--- config.mk ---
export PLATFORM = sky130hd
export DESIGN_NAME = two_phase_clkgen
export DESIGN_NICKNAME = d
export VERILOG_FILES = /design/src/rtl/rv523_clk_pkg.sv /design/src/rtl/two_phase_clkgen.sv
export SDC_FILE = /design/constraint.sdc
export NUM_CORES = 1
export LEC_CHECK = 0
export BUFFER_PORTS_ARGS = -buffer_cell sky130_fd_sc_hd__buf_2
export CORE_AREA = 2 2 49 56
export DETAILED_ROUTE_END_ITERATION = 16
export DIE_AREA = 0 0 51 58
export PLACE_DENSITY = 0.8
export RECOVER_POWER = 100
export SYNTH_ARGS = -nofsm -noshare
export SYNTH_HDL_FRONTEND = slang
export SYNTH_SLANG_ARGS = --single-unit
--- constraint.sdc ---
create_clock -name clk_i -period 2 [get_ports clk_i]
set_input_delay 0.3 -clock clk_i [delete_from_list [all_inputs] [get_ports clk_i]]
set_output_delay 0.3 -clock clk_i [all_outputs]
set_load 0.05 [all_outputs]
--- src/rtl/rv523_clk_pkg.sv ---
// ============================================================================
// Module   : rv523_clk_pkg
// Purpose  : Shared state encoding and default phase timings for the
//            two-phase clock generator.
// Revision : 1.0
// ============================================================================
`default_nettype none

package rv523_clk_pkg;

    localparam int HIGH_CYC_DEF = 2;
    localparam int GAP_CYC_DEF  = 1;

    typedef enum logic [2:0] {
        ST_IDLE = 3'd0,
        ST_P1   = 3'd1,
        ST_G1   = 3'd2,
        ST_P2   = 3'd3,
        ST_G2   = 3'd4
    } state_e;

endpackage

`default_nettype wire

--- src/rtl/two_phase_clkgen.sv ---
// ============================================================================
// Module   : two_phase_clkgen
// Purpose  : Non-overlapping PHI1/PHI2 generator with run/halt/single-step
//            control and a machine-cycle counter.
// Revision : 1.0
// ============================================================================
`default_nettype none

module two_phase_clkgen
    import rv523_clk_pkg::*;
#(
    parameter int HIGH_CYC = HIGH_CYC_DEF,
    parameter int GAP_CYC  = GAP_CYC_DEF,
    parameter int CNT_W    = 16
) (
    input  logic             clk_i,
    input  logic             rst_i,
    input  logic             run_i,
    input  logic             step_i,
    output logic             phi1_o,
    output logic             nphi1_o,
    output logic             phi2_o,
    output logic             nphi2_o,
    output logic             halted_o,
    output logic [CNT_W-1:0] cyc_cnt_o
);

    localparam int MAX_CYC = (HIGH_CYC > GAP_CYC) ? HIGH_CYC : GAP_CYC;
    localparam int TIMER_W = $clog2(MAX_CYC + 1);
    localparam logic [TIMER_W-1:0] HIGH_LAST = TIMER_W'(HIGH_CYC - 1);
    localparam logic [TIMER_W-1:0] GAP_LAST  = TIMER_W'(GAP_CYC - 1);

    state_e               state_q, state_d;
    logic [TIMER_W-1:0]   timer_q, timer_d;
    logic                 cyc_done;
    logic                 phi1_q, phi1_d;
    logic                 phi2_q, phi2_d;
    logic                 nphi1_q, nphi2_q;
    logic                 halted_q, halted_d;
    logic [CNT_W-1:0]     cnt_q, cnt_d;

    // Outputs are registered from next-state decode: they feed clock nets.
    always_ff @(posedge clk_i or posedge rst_i) begin
        if (rst_i) begin
            state_q  <= ST_IDLE;
            timer_q  <= '0;
            phi1_q   <= 1'b0;
            phi2_q   <= 1'b0;
            nphi1_q  <= 1'b1;
            nphi2_q  <= 1'b1;
            halted_q <= 1'b1;
            cnt_q    <= '0;
        end else begin
            state_q  <= state_d;
            timer_q  <= timer_d;
            phi1_q   <= phi1_d;
            phi2_q   <= phi2_d;
            nphi1_q  <= ~phi1_d;
            nphi2_q  <= ~phi2_d;
            halted_q <= halted_d;
            cnt_q    <= cnt_d;
        end
    end

    always_comb begin
        state_d  = state_q;
        timer_d  = timer_q + TIMER_W'(1);
        cyc_done = 1'b0;
        case (state_q)
            ST_IDLE: begin
                timer_d = '0;
                if (run_i || step_i) begin
                    state_d = ST_P1;
                end
            end
            ST_P1: begin
                if (timer_q == HIGH_LAST) begin
                    state_d = ST_G1;
                    timer_d = '0;
                end
            end
            ST_G1: begin
                if (timer_q == GAP_LAST) begin
                    state_d = ST_P2;
                    timer_d = '0;
                end
            end
            ST_P2: begin
                if (timer_q == HIGH_LAST) begin
                    state_d = ST_G2;
                    timer_d = '0;
                end
            end
            ST_G2: begin
                if (timer_q == GAP_LAST) begin
                    cyc_done = 1'b1;
                    state_d  = run_i ? ST_P1 : ST_IDLE;
                    timer_d  = '0;
                end
            end
            default: begin
                state_d = ST_IDLE;
                timer_d = '0;
            end
        endcase
    end

    always_comb begin
        phi1_d   = (state_d == ST_P1);
        phi2_d   = (state_d == ST_P2);
        halted_d = (state_d == ST_IDLE);
        cnt_d    = cyc_done ? (cnt_q + CNT_W'(1)) : cnt_q;
    end

    assign phi1_o    = phi1_q;
    assign nphi1_o   = nphi1_q;
    assign phi2_o    = phi2_q;
    assign nphi2_o   = nphi2_q;
    assign halted_o  = halted_q;
    assign cyc_cnt_o = cnt_q;

endmodule

`default_nettype wire
* Word level (Yosys, flattened, before mapping) *
Cells that the tools add are included.
W data, S select, Z words.

operators by class
  reduce and logical (&&, ||, !) cells = 6
  add/sub/neg operators = 2
  equality and inequality tests = 7
  multiplexer cells = 12
  bitwise gates (word level) = 2

operator list
  cell                     number
  $add A16 B1 Y16 const B  1
  $mux W3                  5
  $pmux W3 S5              1
  $eq A3 B2 Y1 const B     3
  $eq A3 B1 Y1 const B     2
  $logic_not A3 Y1         2
  $mux W2                  2
  $pmux W2 S2              1
  $reduce_or A2 Y1         2
  $eq A3 B3 Y1 const B     1
  $mux W1                  3
  $add A2 B1 Y2 const B    1
  $eq A2 B1 Y1 const B     1
  $logic_not A2 Y1         1
  $not A1 Y1               2
  $logic_or A1 B1 Y1       1

word-level totals
  flip-flop bits (word level) = 26
  logic and storage cells = 37
  output and inout bits = 21

* Depth between registers and ports, before layout *
Gate-level depths: netlist of run 1.

  word-level depth = 5
  mapped depth = 7

* Worst setup path after synthesis of run 1 *
OpenSTA, ideal clock, no wires.

  kind = register to register
  start point = reg cnt_q[0] (netlist: cyc_cnt_o[0])
  end point = reg cnt_q[8] (netlist: cyc_cnt_o[8])
  setup slack = 0.322 ns
  library setup time = 0.142 ns
  period minus slack after synthesis = 1.678 ns
  arrival = 1.536 ns
  buffers on the path = 0
  stages on the path, launching flop included = 6
  path through = dfrtp_1 > ha_1 > nand3_1 > nor3_4 > nand3_1 > xnor2_1

on the way
  longest elaborated chain between the ends = 1

ends and longest elaborated chain
  item                    line                     RTL
  start, declared         two_phase_clkgen.sv:40   logic [CNT_W-1:0] cnt_q, cnt_d;
  start signal, assigned  two_phase_clkgen.sv:61   cnt_q <= cnt_d;
  $add A16 B1 Y16         two_phase_clkgen.sv:112  cnt_d = cyc_done ? (cnt_q + CNT_W'(1)) : cnt_q;

Every way passes these cells.
A chain may end at the register's enable or synchronous reset.

* Worst setup path after layout of run 1 *
  start point = reg timer_q[0]
  end point = reg cnt_q[15] (netlist: cyc_cnt_o[15])

on the way
  longest elaborated chain between the ends = 3

ends and longest elaborated chain
  item                    line                    RTL
  start, declared         two_phase_clkgen.sv:34  logic [TIMER_W-1:0] timer_q, timer_d;
  start signal, assigned  two_phase_clkgen.sv:55  timer_q <= timer_d;
  $logic_not A2 Y1        two_phase_clkgen.sv:95  if (timer_q == GAP_LAST) begin
  $mux W1                 two_phase_clkgen.sv:95
  $mux W1                 two_phase_clkgen.sv:69  case (state_q)

Every way passes these cells.

==> results.txt, run 1 <==
----------------------------------------------------
[Logic synthesis]
  Synth area leader ... sky130_fd_sc_hd__dfrtp_1
  Cell types occupying the most area after synthesis ... sky130_fd_sc_hd__dfrtp_1, sky130_fd_sc_hd__xnor2_1, sky130_fd_sc_hd__dfstp_2
  Synthesis warning total ... 0
  Mean cell area of the mapped netlist ... 11.6 µm²
  Cell area after technology mapping ... approximately 0.0012 mm²
  Sequential element share of the synthesized area ... 53.2%
  Number of storage elements in the synthesis netlist ... 26
  Post-Synthesis Net Count ... 115
  Number of distinct standard cells referenced by the synthesized netlist ... 30
  Area fraction of the dominant cell type after synthesis ... 46.8%
  Synth Instances ... 106

[Hold path]
  Hold endpoint ... state_q[0]
  Instance count along the most critical hold path ... 3
  Source of the worst hold timing path ... run_i
  Worst Hold Class ... input pin to register

[Cells and area]
  Diode insertion count for antenna repair ... 0
  Flip-flop and latch area ... 654 µm²
  Post-layout net count ... 145
  Fill cell count ... between 200 and 250
  Post-Route Utilization ... 57.7%
  Final cell count without fillers ... 166
  Multi-input combinational cell area ... 526 µm²
  Area added between synthesis and finish ... 12.6%
  Share of layout cells above drive strength 1 ... 11.1%

[Routing]
  Vias after detailed routing ... 872
  Total wirelength of the detailed-routed design ... ~2100 µm
  Antenna-violating nets left ... 0
  DRC marker count from the first detailed-route iteration ... 13
  Post-detailed-route DRC marker count ... 0
  DR vias/cell ... 5.25
  Average wire per cell in the routed design ... 12.4 µm
  Total iterations of the first detailed-routing run ... 4

[Placement]
  Final HPWL from detailed placement ... ~1600 µm
  Number of buffers inserted by port buffering ... 24
  Cell count after placement ... 161
  Weighted congestion at the end of routability-driven global placement ... 0.719

[CTS]
  Clock slew seen by the registers of the worst setup and hold paths ... 0.13 ns
  Clk sinks ... 26
  Clock tree from TritonCTS ... done
  H-tree levels ... 1
  CTS Hold Bufs ... 1
  Maximum clock path buffer count ... 2
  # Post-CTS Setup Buffers ... 0
  Cell at the root of the clock tree ... sky130_fd_sc_hd__clkbuf_4
  Count of instances resized after the clock tree is built ... 0
  Clock Latency Late Sink ... 0.31 ns
  Num CTS Buffers ... 3

[Job]
  Max_cap viols ... 0

[Timing]
  Setup TNS ... 0 ns
  Final Cycle Share ... 84.6%
  Transition time of the tightest slew-check pin ... 0.841 ns
  Setup skew after layout ... 0.00415 ns
  Max-slew violations ... 0
  Final setup violation count ... 0
  Unrepaired setup endpoints after global routing ... no
  Top achievable clock speed ... 0.591 GHz
  Clock period minus worst slack ... 1.69 ns
  Slew headroom ... 43.9%
  Endpoints failing hold ... 0
  Final hold slack ... 0.423 ns

[Global routing]
  Number of global-route vias before repair ... around 860
  Wire length of the first global-routing pass ... 3570 µm
  Global routing's busiest layer ... met2
  Largest net degree at the start of global routing ... 17
  Met3 Resource Use GR ... 2.58%
  Initial antenna violation count ... 0
  M2 GR Usage ... 28.2%
  Global-route total usage across every layer ... 16.0%
  Global route total overflow ... 0
  Met1 track demand over resource ... 18.6%

[Die]
  Number of core rows ... 19
  Initial core utilization ... around half
  Die extent in y ... 58 µm
  Die area ... 0.00296 mm²
  Top Ports ... 25
  Die boundary width ... slightly above 50 µm
  Floorplan Core Area ... 0.00240 mm²

[Run status]
  Status ... completed

[Pwr]
  Power Total ... 1.73 mW
  Leakage power ... around 0.64 nW
  Cell area power density ... 1250 mW/mm²
  Worst voltage drop across the vdd grid ... slightly above 0.9 mV

[Setup path]
  Reg2Reg Capture Point ... cyc_cnt_o[15]
  Arr. time, crit path ... 1.90 ns
  Depth of the worst register-to-register path ... 7
  Startpoint-to-endpoint class of the critical path ... register to register
  Nature of the critical path endpoint ... register
  Worst-path maximum fanout ... 7
  Sort of element at the start of the critical path ... register
  R2r startpoint ... timer_q[0]
  Startpoint of the most critical setup path ... timer_q[0]
  Setup slack of the most critical reg-to-reg path ... just over 0.3 ns
  Endpoint required time on the critical path ... roughly 2.2 ns

----------------------------------------------------
==> layout by cell type (no fill, tap or decap), types with 3 or more instances in the layout <==
cell,instances
sky130_fd_sc_hd__nand4_1,3
sky130_fd_sc_hd__xnor2_1,11
sky130_fd_sc_hd__dfrtp_1,23
sky130_fd_sc_hd__nor2b_1,3
sky130_fd_sc_hd__clkbuf_4,3
sky130_fd_sc_hd__nand2_1,11
sky130_fd_sc_hd__buf_2,3
sky130_fd_sc_hd__clkbuf_1,22
sky130_fd_sc_hd__ha_1,5
sky130_fd_sc_hd__and3_1,3
sky130_fd_sc_hd__nor2_1,6
sky130_fd_sc_hd__nand3_1,8
sky130_fd_sc_hd__inv_1,4
sky130_fd_sc_hd__dfstp_2,3
sky130_fd_sc_hd__xor2_1,5
==> worst max path at each step <==
stage,endpoint,slack [ns],depth (start not counted)
2_1_floorplan,cyc_cnt_o[8],0.32,5
3_3_place_gp,cyc_cnt_o[12],0.39,7
3_5_place_dp,cyc_cnt_o[12],0.30,7
4_1_cts,cyc_cnt_o[10],0.28,7
5_1_grt,cyc_cnt_o[15],0.15,7
6_report,cyc_cnt_o[15],0.31,7
==> sequential cells by signal, indices dropped and copies added, names as in the netlist <==
signal / count
cyc_cnt_o: 16
halted_o: 1
nphi1_o: 1
nphi2_o: 1
phi1_o: 1
phi2_o: 1
state_q: 3
timer_q: 2
==> final cells by class <==
type                    count  share of cell area, %
well taps                  31                   2.80
repair buffers             27                   8.31
inverters                   4                   1.08
clock buffers               4                   2.62
multi-input cells          74                   37.9
flip-flops and latches     26                   47.2
==> worst max-delay path: stages (launching register included) <==
cell and delay (ns):
sky130_fd_sc_hd__dfrtp_1 0.42, sky130_fd_sc_hd__inv_1 0.11, sky130_fd_sc_hd__ha_1 0.20, sky130_fd_sc_hd__nand4bb_1 0.11, sky130_fd_sc_hd__buf_4 0.18, sky130_fd_sc_hd__nor3_2 0.28, sky130_fd_sc_hd__nand4_1 0.15, sky130_fd_sc_hd__xnor2_1 0.14
==> logic make-up (layout without fill, tap and decap cells) <==
group | after synthesis | in the layout | share of synthesized area [%]
XOR/XNOR | 16 | 16 | 11.4
AO/OA/AOI/OAI | 8 | 8 | 5.60
adder cells (fa/ha/maj) | 5 | 5 | 5.09
flip-flops | 26 | 26 | 53.2
multiplexers | 1 | 1 | 0.915
AND/OR/NAND/NOR | 44 | 44 | 20.8
buffers and inverters | 6 | 35 | 3.05
==> per-layer routing <==
metal  vias to the layer above  routed length (µm)
li1                        421                   -
met1                       433                 901
met2                        16                1060
met3                         2                  82
met4                         0                  10
met5                         -                   0
==> power by group <==
group | switching [mW] | internal [mW]
sequential | 0.111 | 0.659
clock | 0.145 | 0.111
combinational | 0.473 | 0.227
total | 0.729 | 0.997
==> synth_stat cells <==
library cell                number
sky130_fd_sc_hd__xnor2_1        11
sky130_fd_sc_hd__nor4_2          1
sky130_fd_sc_hd__o21bai_1        1
sky130_fd_sc_hd__o2bb2ai_1       1
sky130_fd_sc_hd__nor2_1          6
sky130_fd_sc_hd__buf_6           2
sky130_fd_sc_hd__dfstp_2         3
sky130_fd_sc_hd__mux2_2          1
sky130_fd_sc_hd__a22oi_1         1
sky130_fd_sc_hd__nor3b_1         1
sky130_fd_sc_hd__o32ai_1         1
sky130_fd_sc_hd__and2b_1         1
sky130_fd_sc_hd__a21oi_1         1
sky130_fd_sc_hd__nand2b_1        2
sky130_fd_sc_hd__nand4bb_1       1
sky130_fd_sc_hd__a2bb2o_1        1
sky130_fd_sc_hd__nand4_1         3
sky130_fd_sc_hd__inv_1           4
sky130_fd_sc_hd__and2_1          1
sky130_fd_sc_hd__nor2b_1         3
sky130_fd_sc_hd__dfrtp_1        23
sky130_fd_sc_hd__o21ai_0         1
sky130_fd_sc_hd__and3_1          3
sky130_fd_sc_hd__o32ai_2         1
sky130_fd_sc_hd__nor3_4          2
sky130_fd_sc_hd__nor3_1          1
sky130_fd_sc_hd__nand2_1        11
sky130_fd_sc_hd__ha_1            5
sky130_fd_sc_hd__xor2_1          5
sky130_fd_sc_hd__nand3_1         8
==> metrics by stage <==
step,setup WS [ns],instance area (µm²)
after floorplan,0.322,1230
after global placement,0.390,1380
after detailed placement,0.298,1380
after CTS,0.278,1430
after global routing,0.148,1390
final,0.309,1390
No activity file was read; power rests on OpenSTA's default activity.
==> run 2, diff against run 1 <==
ABC_AREA = 1   (was unset)
CORE_AREA = 2 2 52 59   (was 2 2 49 56)
DIE_AREA = 0 0 54 61   (was 0 0 51 58)
clock period = 1.7 ns   (was 2 ns; I/O delays follow)
==> run 2 against run 1 <==
  * Synthesized cell count rose by 64%
  * Final cell count rose by 44%
  * Critical endpoint is now cyc_cnt_o[12]
  * Cell area rose by 17%
  * Largest power group is now combinational logic
==> results.txt, run 2 <==
----------------------------------------------------
[Run status]
  Status ... completed

[Timing]
  Slew headroom ... 59.0% (+15 points)
  Unrepaired setup endpoints after global routing ... no
  Final Cycle Share ... 89.4%
  Max-slew violations ... 0 (unchanged)
  Transition time of the tightest slew-check pin ... 0.614 ns (-0.227 ns)
  Final setup violation count ... 0 (unchanged)
  Endpoints failing hold ... 0 (unchanged)
  Top achievable clock speed ... 0.658 GHz
  Clock period minus worst slack ... 1.52 ns
  Setup skew after layout ... 0.00349 ns (-0.000664 ns)
  Setup TNS ... 0 ns (unchanged)

[Pwr]
  Worst voltage drop across the vdd grid ... 0.881 mV (-3.7%)
  Cell area power density ... 1300 mW/mm² (+4.2%)
  Leakage power ... 0.801 nW (+25%)
  Power Total ... 2.10 mW (+22%)

[Logic synthesis]
  Post-Synthesis Net Count ... 183 (+59%)
  Cell with the most instances after synthesis ... sky130_fd_sc_hd__nand2_1
  Cell area after technology mapping ... 0.00141 mm² (+15%)
  Synth Instances ... 174 (+64%)
  Synthesis warning total ... 0 (unchanged)
  Number of distinct standard cells referenced by the synthesized netlist ... 23 (-23%)
  Area fraction of the dominant cell type after synthesis ... 40.8% (-6.0 points)
  Sequential element share of the synthesized area ... 46.4% (-6.8 points)
  Dominant synthesized flop cell ... sky130_fd_sc_hd__dfrtp_1
  Async set-or-reset flop fraction in the synthesized netlist ... 100% (unchanged)
  Mean cell area of the mapped netlist ... 8.11 µm² (-30%)
  Post-synth EDFFs ... 0 (unchanged)
  Number of storage elements in the synthesis netlist ... 26 (unchanged)
  Synth area leader ... sky130_fd_sc_hd__dfrtp_1
  Top cell types by occurrence after synthesis ... sky130_fd_sc_hd__nand2_1, sky130_fd_sc_hd__dfrtp_1, sky130_fd_sc_hd__inv_1
  Cell types occupying the most area after synthesis ... sky130_fd_sc_hd__dfrtp_1, sky130_fd_sc_hd__nand2_1, sky130_fd_sc_hd__dfstp_2

[Routing]
  DRC marker count from the first detailed-route iteration ... 18 (+5)
  Vias after detailed routing ... 1139 (+31%)
  Post-detailed-route DRC marker count ... 0 (unchanged)
  Total iterations of the first detailed-routing run ... 4 (unchanged)
  Average wire per cell in the routed design ... 11.0 µm (-11%)
  Antenna-violating nets left ... 0 (unchanged)
  Total wirelength of the detailed-routed design ... 2630 µm (+28%)
  DR vias/cell ... 4.77 (-9.3%)

[Setup path]
  Worst-path maximum fanout ... 5 (-2)
  Arr. time, crit path ... 1.26 ns (-0.64 ns)
  Nature of the critical path endpoint ... primary output
  Cells traversed along the worst timing path ... clkbuf_1
  CP peak stage delay ... 0.49 ns (+0.07 ns)
  Endpoint required time on the critical path ... 1.44 ns (-0.77 ns)
  Top Family by Delay on Critical Path ... buffers and inverters
  Startpoint-to-endpoint class of the critical path ... register to primary output
  Sort of element at the start of the critical path ... register
  Cell with the biggest individual delay on the critical path ... sky130_fd_sc_hd__clkbuf_1
  Worst path buffer plus inverter count ... 1 (-1)

[Die]
  Die extent in y ... 61 µm (+5.2%)
  Number of core rows ... 20 (+1)
  Initial core utilization ... 52.2% (+1.0 points)
  Die area ... 0.00329 mm² (+11%)
  Floorplan Core Area ... 0.00270 mm² (+13%)
  Top Ports ... 25 (unchanged)
  Die boundary width ... 54 µm (+5.9%)

[Placement]
  Weighted congestion at the end of routability-driven global placement ... 0.846 (+18%)
  Area of placed instances ... 0.00157 mm² (+14%)
  Number of buffers inserted by port buffering ... 24 (unchanged)
  Final HPWL from detailed placement ... 2010 µm (+28%)

[CTS]
  Maximum clock path buffer count ... 2 (unchanged)
  Clock tree from TritonCTS ... done
  Clock Latency Late Sink ... 0.33 ns (+0.02 ns)
  Num CTS Buffers ... 3 (unchanged)
  Clock slew seen by the registers of the worst setup and hold paths ... 0.14 ns (about the same)
  Cell at the root of the clock tree ... sky130_fd_sc_hd__clkbuf_4
  H-tree levels ... 1 (unchanged)
  Clk sinks ... 26 (unchanged)

[Global routing]
  Largest net degree at the start of global routing ... 27 (+10)
  Global-route total usage across every layer ... 19.1% (+3.1 points)
  Wire length of the first global-routing pass ... 4510 µm (+26%)
  Initial antenna violation count ... 0 (unchanged)
  Global route total overflow ... 0 (unchanged)
  Number of global-route vias before repair ... 1052 (+23%)

[Job]
  Max_cap viols ... 0 (unchanged)

[Cells and area]
  Final instance area ... 0.00162 mm² (+17%)
  Flip-flop count of the largest register after layout ... 16 (unchanged)
  Post-layout net count ... 216 (+49%)
  Share of layout cells above drive strength 1 ... 14.1% (+3.0 points)
  Diode insertion count for antenna repair ... 0 (unchanged)
  Commonest non-fill, non-tap cell in the layout ... sky130_fd_sc_hd__nand2_1
  Area added between synthesis and finish ... 14.5%
  Most used cells in the layout excluding fill and tap cells ... sky130_fd_sc_hd__nand2_1, sky130_fd_sc_hd__dfrtp_1, sky130_fd_sc_hd__inv_1, sky130_fd_sc_hd__nor2_1, sky130_fd_sc_hd__clkbuf_1

[Hold path]
  Worst Hold Class ... input pin to register

----------------------------------------------------
## run 2: through the flow
step,worst slack [ns],std cells,hold WS (ns),util [%]
finish,0.181,239,0.307,59.8
global route,0.0774,239,0.310,59.8
CTS,0.113,236,0.300,59.8
detailed placement,0.136,231,0.325,58.1
global placement,0.203,231,0.324,58.1
floorplan,0.0637,174,0.293,-
## run 2: tightest hold or removal path: stages
cell	delay, ns
sky130_fd_sc_hd__buf_2	0.07
sky130_fd_sc_hd__o21ai_0	0.10
sky130_fd_sc_hd__nand3_1	0.16
## run 2: where the power goes
| part | leakage [nW] | internal (mW) | switching, mW |
|---|---|---|---|
| combinational | 0.440 | 0.228 | 0.676 |
| sequential | 0.340 | 0.775 | 0.104 |
| clock | 0.0210 | 0.131 | 0.185 |
| total | 0.801 | 1.13 | 0.964 |
## run 2: cells by family (layout without fill, tap and decap cells)
| group | after synthesis | after routing | share of synthesized area (%) |
|---|---|---|---|
| DFF | 26 | 26 | 46.4 |
| xor gates and xnor gates | 9 | 9 | 5.59 |
| adders and majority gates | 5 | 5 | 4.43 |
| buffers and inverters | 24 | 56 | 6.92 |
| AOI/OAI and AO/OA | 10 | 10 | 3.81 |
| and+or+nand+nor | 100 | 100 | 32.9 |
## run 2: repair_timing
action | 4_1_cts | 5_1_grt
hold buffers | 1 | 0
resized for setup | 0 | 0
endpoints found under the setup margin | 0 | 2
buffers inserted | 0 | 3
hold endpoints to repair | 23 | 0
## run 2: final timing paths
| path | startpoint | to | slack [ns] | cells past startpoint |
|---|---|---|---|---|
| max | cyc_cnt_o[12] | cyc_cnt_o[12] | 0.18 | 1 |
| min | step_i | state_q[0] | 0.31 | 3 |
| max reg2reg | state_q[1] | cyc_cnt_o[10] | 0.20 | 8 |
| min reg2reg | timer_q[0] | timer_q[0] | 0.52 | 1 |
| max in group asynchronous | rst_i | cyc_cnt_o[1] | 0.69 | 4 |
| min in group asynchronous | rst_i | cyc_cnt_o[10] | 0.61 | 4 |
## run 2: final cells by class
| cell class | count | area, µm² |
|---|---|---|
| clock buffer | 4 | 36.3 |
| fill | 257 | 1090 |
| sequential | 26 | 654 |
| timing repair buffer | 29 | 153 |
| multi-input combinational | 124 | 644 |
| inverter | 23 | 86.3 |
| tap | 33 | 41.3 |
## run 2: layer usage
layer	track usage (%)	wire length, µm	vias to the layer above
li1	-	-	595
met1	24.4	1150	513
met2	32.2	1310	26
met3	2.22	117	5
met4	8.57	54	0
met5	0	0	-
==> run 3, diff against run 2 <==
CORE_AREA = 2 2 64 72   (was 2 2 52 59)
DIE_AREA = 0 0 66 74   (was 0 0 54 61)
PLACE_DENSITY = 0.58   (was 0.8)
==> run 3 against run 2 <==
  * Final cell count increased by 7.9%
  * Die area increased by 48%
  * Via count decreased by 0.44%
  * Non-clock buffer count decreased by 2
  * Count of clock-buffer cells in the layout unchanged
  * Worst setup slack got worse by 0.026 ns
  * Combinational power decreased by 1%
  * Sequential share of layout area increased by 0.22 points
==> results.txt, run 3 (same netlist as run 2, synthesis figures left out) <==
----------------------------------------------------
[Run status]
  Status ... completed

[Cells and area]
  Post-layout net count ... 214 (-0.93%)
  Share of layout cells above drive strength 1 ... 8.82% (-5.3 points)
  Most used cells in the layout excluding fill and tap cells ... sky130_fd_sc_hd__nand2_1, sky130_fd_sc_hd__dfrtp_1, sky130_fd_sc_hd__inv_1, sky130_fd_sc_hd__clkbuf_1, sky130_fd_sc_hd__nor2_1
  Final cell count without fillers ... 258 (+7.9%)
  Final instance area ... 0.00161 mm² (-0.54%)
  Commonest non-fill, non-tap cell in the layout ... sky130_fd_sc_hd__nand2_1
  Fill cell count ... 463 (+80%)
  Area added between synthesis and finish ... 13.8%
  Diode insertion count for antenna repair ... 0 (unchanged)
  Flip-flop count of the largest register after layout ... 16 (unchanged)

[Die]
  Number of core rows ... 25 (+25%)
  Floorplan Core Area ... 0.00419 mm² (+55%)
  Die extent in y ... 74 µm (+21%)
  Die area ... 0.00488 mm² (+48%)
  Top Ports ... 25 (unchanged)
  Die boundary width ... 66 µm (+22%)
  Initial core utilization ... 33.7% (-19 points)

[Routing]
  DRC marker count from the first detailed-route iteration ... 37 (+19)
  Antenna-violating nets left ... 0 (unchanged)
  DR vias/cell ... 4.40 (-7.8%)
  Total wirelength of the detailed-routed design ... 2810 µm (+6.6%)
  Vias after detailed routing ... 1134 (-0.44%)
  Post-detailed-route DRC marker count ... 0 (unchanged)
  Average wire per cell in the routed design ... 10.9 µm (-1.2%)
  Total iterations of the first detailed-routing run ... 4 (unchanged)

[Placement]
  Cell count after placement ... 253 (+9.5%)
  Area of placed instances ... 0.00160 mm² (+2.2%)
  Number of buffers inserted by port buffering ... 24 (unchanged)
  Final HPWL from detailed placement ... 2140 µm (+6.2%)
  Weighted congestion at the end of routability-driven global placement ... 0.831 (-1.7%)

[CTS]
  Clock slew seen by the registers of the worst setup and hold paths ... 0.09 ns (-0.05 ns)
  Maximum clock path buffer count ... 2 (unchanged)
  Clock Latency Late Sink ... 0.27 ns (-0.06 ns)
  Count of instances resized after the clock tree is built ... 0 (unchanged)
  Clock tree from TritonCTS ... done
  CTS Hold Bufs ... 1 (unchanged)
  Cell at the root of the clock tree ... sky130_fd_sc_hd__clkbuf_8
  Clk sinks ... 26 (unchanged)
  Num CTS Buffers ... 3 (unchanged)
  # Post-CTS Setup Buffers ... 0 (unchanged)
  H-tree levels ... 1 (unchanged)

[Timing]
  Endpoints failing hold ... 0 (unchanged)
  Unrepaired setup endpoints after global routing ... no
  Setup TNS ... 0 ns (unchanged)
  Final Cycle Share ... 90.9% (+1.5 points)
  Slew headroom ... 60.1% (+1.1 points)
  Setup skew after layout ... 0.00224 ns (-0.00125 ns)
  Top achievable clock speed ... 0.647 GHz (-1.7%)
  Clock period minus worst slack ... 1.55 ns (+0.0263 ns)
  Final setup violation count ... 0 (unchanged)
  Transition time of the tightest slew-check pin ... 0.601 ns (-0.0137 ns)
  Max-slew violations ... 0 (unchanged)

[Setup path]
  Startpoint-to-endpoint class of the critical path ... register to register
  Nature of the critical path endpoint ... register
  Sort of element at the start of the critical path ... register
  Arr. time, crit path ... 1.72 ns (+0.46 ns)
  Endpoint required time on the critical path ... 1.87 ns (+0.43 ns)
  Worst-path maximum fanout ... 10 (+5)

[Global routing]
  Wire length of the first global-routing pass ... 4450 µm (-1.2%)
  Largest net degree at the start of global routing ... 19 (-30%)
  Global route total overflow ... 0 (unchanged)
  Global-route total usage across every layer ... 11.7% (-7.4 points)
  Initial antenna violation count ... 0 (unchanged)
  Number of global-route vias before repair ... 993 (-5.6%)

[Pwr]
  Leakage power ... 0.767 nW (-4.2%)
  Worst voltage drop across the vdd grid ... 0.952 mV (+8.1%)
  Cell area power density ... 1330 mW/mm² (+2.0%)

[Hold path]
  Worst Hold Class ... input pin to register

[Job]
  Max_cap viols ... 0 (unchanged)

----------------------------------------------------
[run 3: changes by cell type in the layout (fill, tap and decap cells not counted), moves of 2 or more]
cell                       before  now
sky130_fd_sc_hd__clkbuf_2       8    1
sky130_fd_sc_hd__clkbuf_1      14   22
sky130_fd_sc_hd__clkbuf_4       3    0
sky130_fd_sc_hd__clkbuf_8       1    3
[run 3: stage by stage]
step | util, % | total power, mW | hold WS (ns) | setup WS [ns]
2_1_floorplan | - | 1.62 | 0.293 | 0.0637
3_3_place_gp | 38.2 | 1.81 | 0.216 | 0.244
3_5_place_dp | 38.2 | 1.82 | 0.225 | 0.201
4_1_cts | 39.6 | 2.19 | 0.384 | 0.179
5_1_grt | 38.3 | 2.28 | 0.440 | 0.0187
6_report | 38.3 | 2.13 | 0.381 | 0.155
[run 3: where the power goes]
| part | leakage, nW | total (mW) | internal [mW] | switching, mW |
|---|---|---|---|---|
| Clock | 0.0228 | 0.363 | 0.168 | 0.195 |
| Sequential | 0.340 | 0.874 | 0.775 | 0.0987 |
| Combinational | 0.405 | 0.892 | 0.214 | 0.678 |
| Total | 0.767 | 2.13 | 1.16 | 0.972 |
[run 3: final timing paths]
kind	startpoint	end	slack, ns	cells after the start
max reg2reg	timer_q[0]	cyc_cnt_o[11]	0.15	9
min	run_i	phi1_o	0.38	5
max	timer_q[0]	cyc_cnt_o[11]	0.15	9
min reg2reg	timer_q[0]	timer_q[0]	0.52	1
min in group asynchronous	rst_i	state_q[1]	0.46	3
max in group asynchronous	rst_i	cyc_cnt_o[0]	0.50	4
[run 3: per-layer routing]
metal	wire length, µm	up-vias	GRT usage (%)
li1	-	597	-
met1	1420	515	16.1
met2	1270	18	18.9
met3	86	4	1.51
met4	39	0	4.76
met5	0	-	0
[run 3: layout make-up]
class | instances | area, µm² | area share (%)
Clock buffer | 4 | 45.0 | 2.80
Inverter | 23 | 86.3 | 5.37
Multi-Input combinational cell | 124 | 637 | 39.6
Sequential cell | 26 | 654 | 40.7
Tap cell | 54 | 67.6 | 4.21
Timing Repair Buffer | 27 | 116 | 7.24
[run 3: critical path, cell delays in order, from the launching register on]
cell and delay [ns]:
sky130_fd_sc_hd__dfrtp_1 0.41, sky130_fd_sc_hd__inv_1 0.11, sky130_fd_sc_hd__ha_1 0.20, sky130_fd_sc_hd__inv_1 0.12, sky130_fd_sc_hd__nor2_8 0.23, sky130_fd_sc_hd__nand2_4 0.08
sky130_fd_sc_hd__nor2_2 0.14, sky130_fd_sc_hd__nand2_1 0.07, sky130_fd_sc_hd__nand2_1 0.05, sky130_fd_sc_hd__nand2_1 0.04
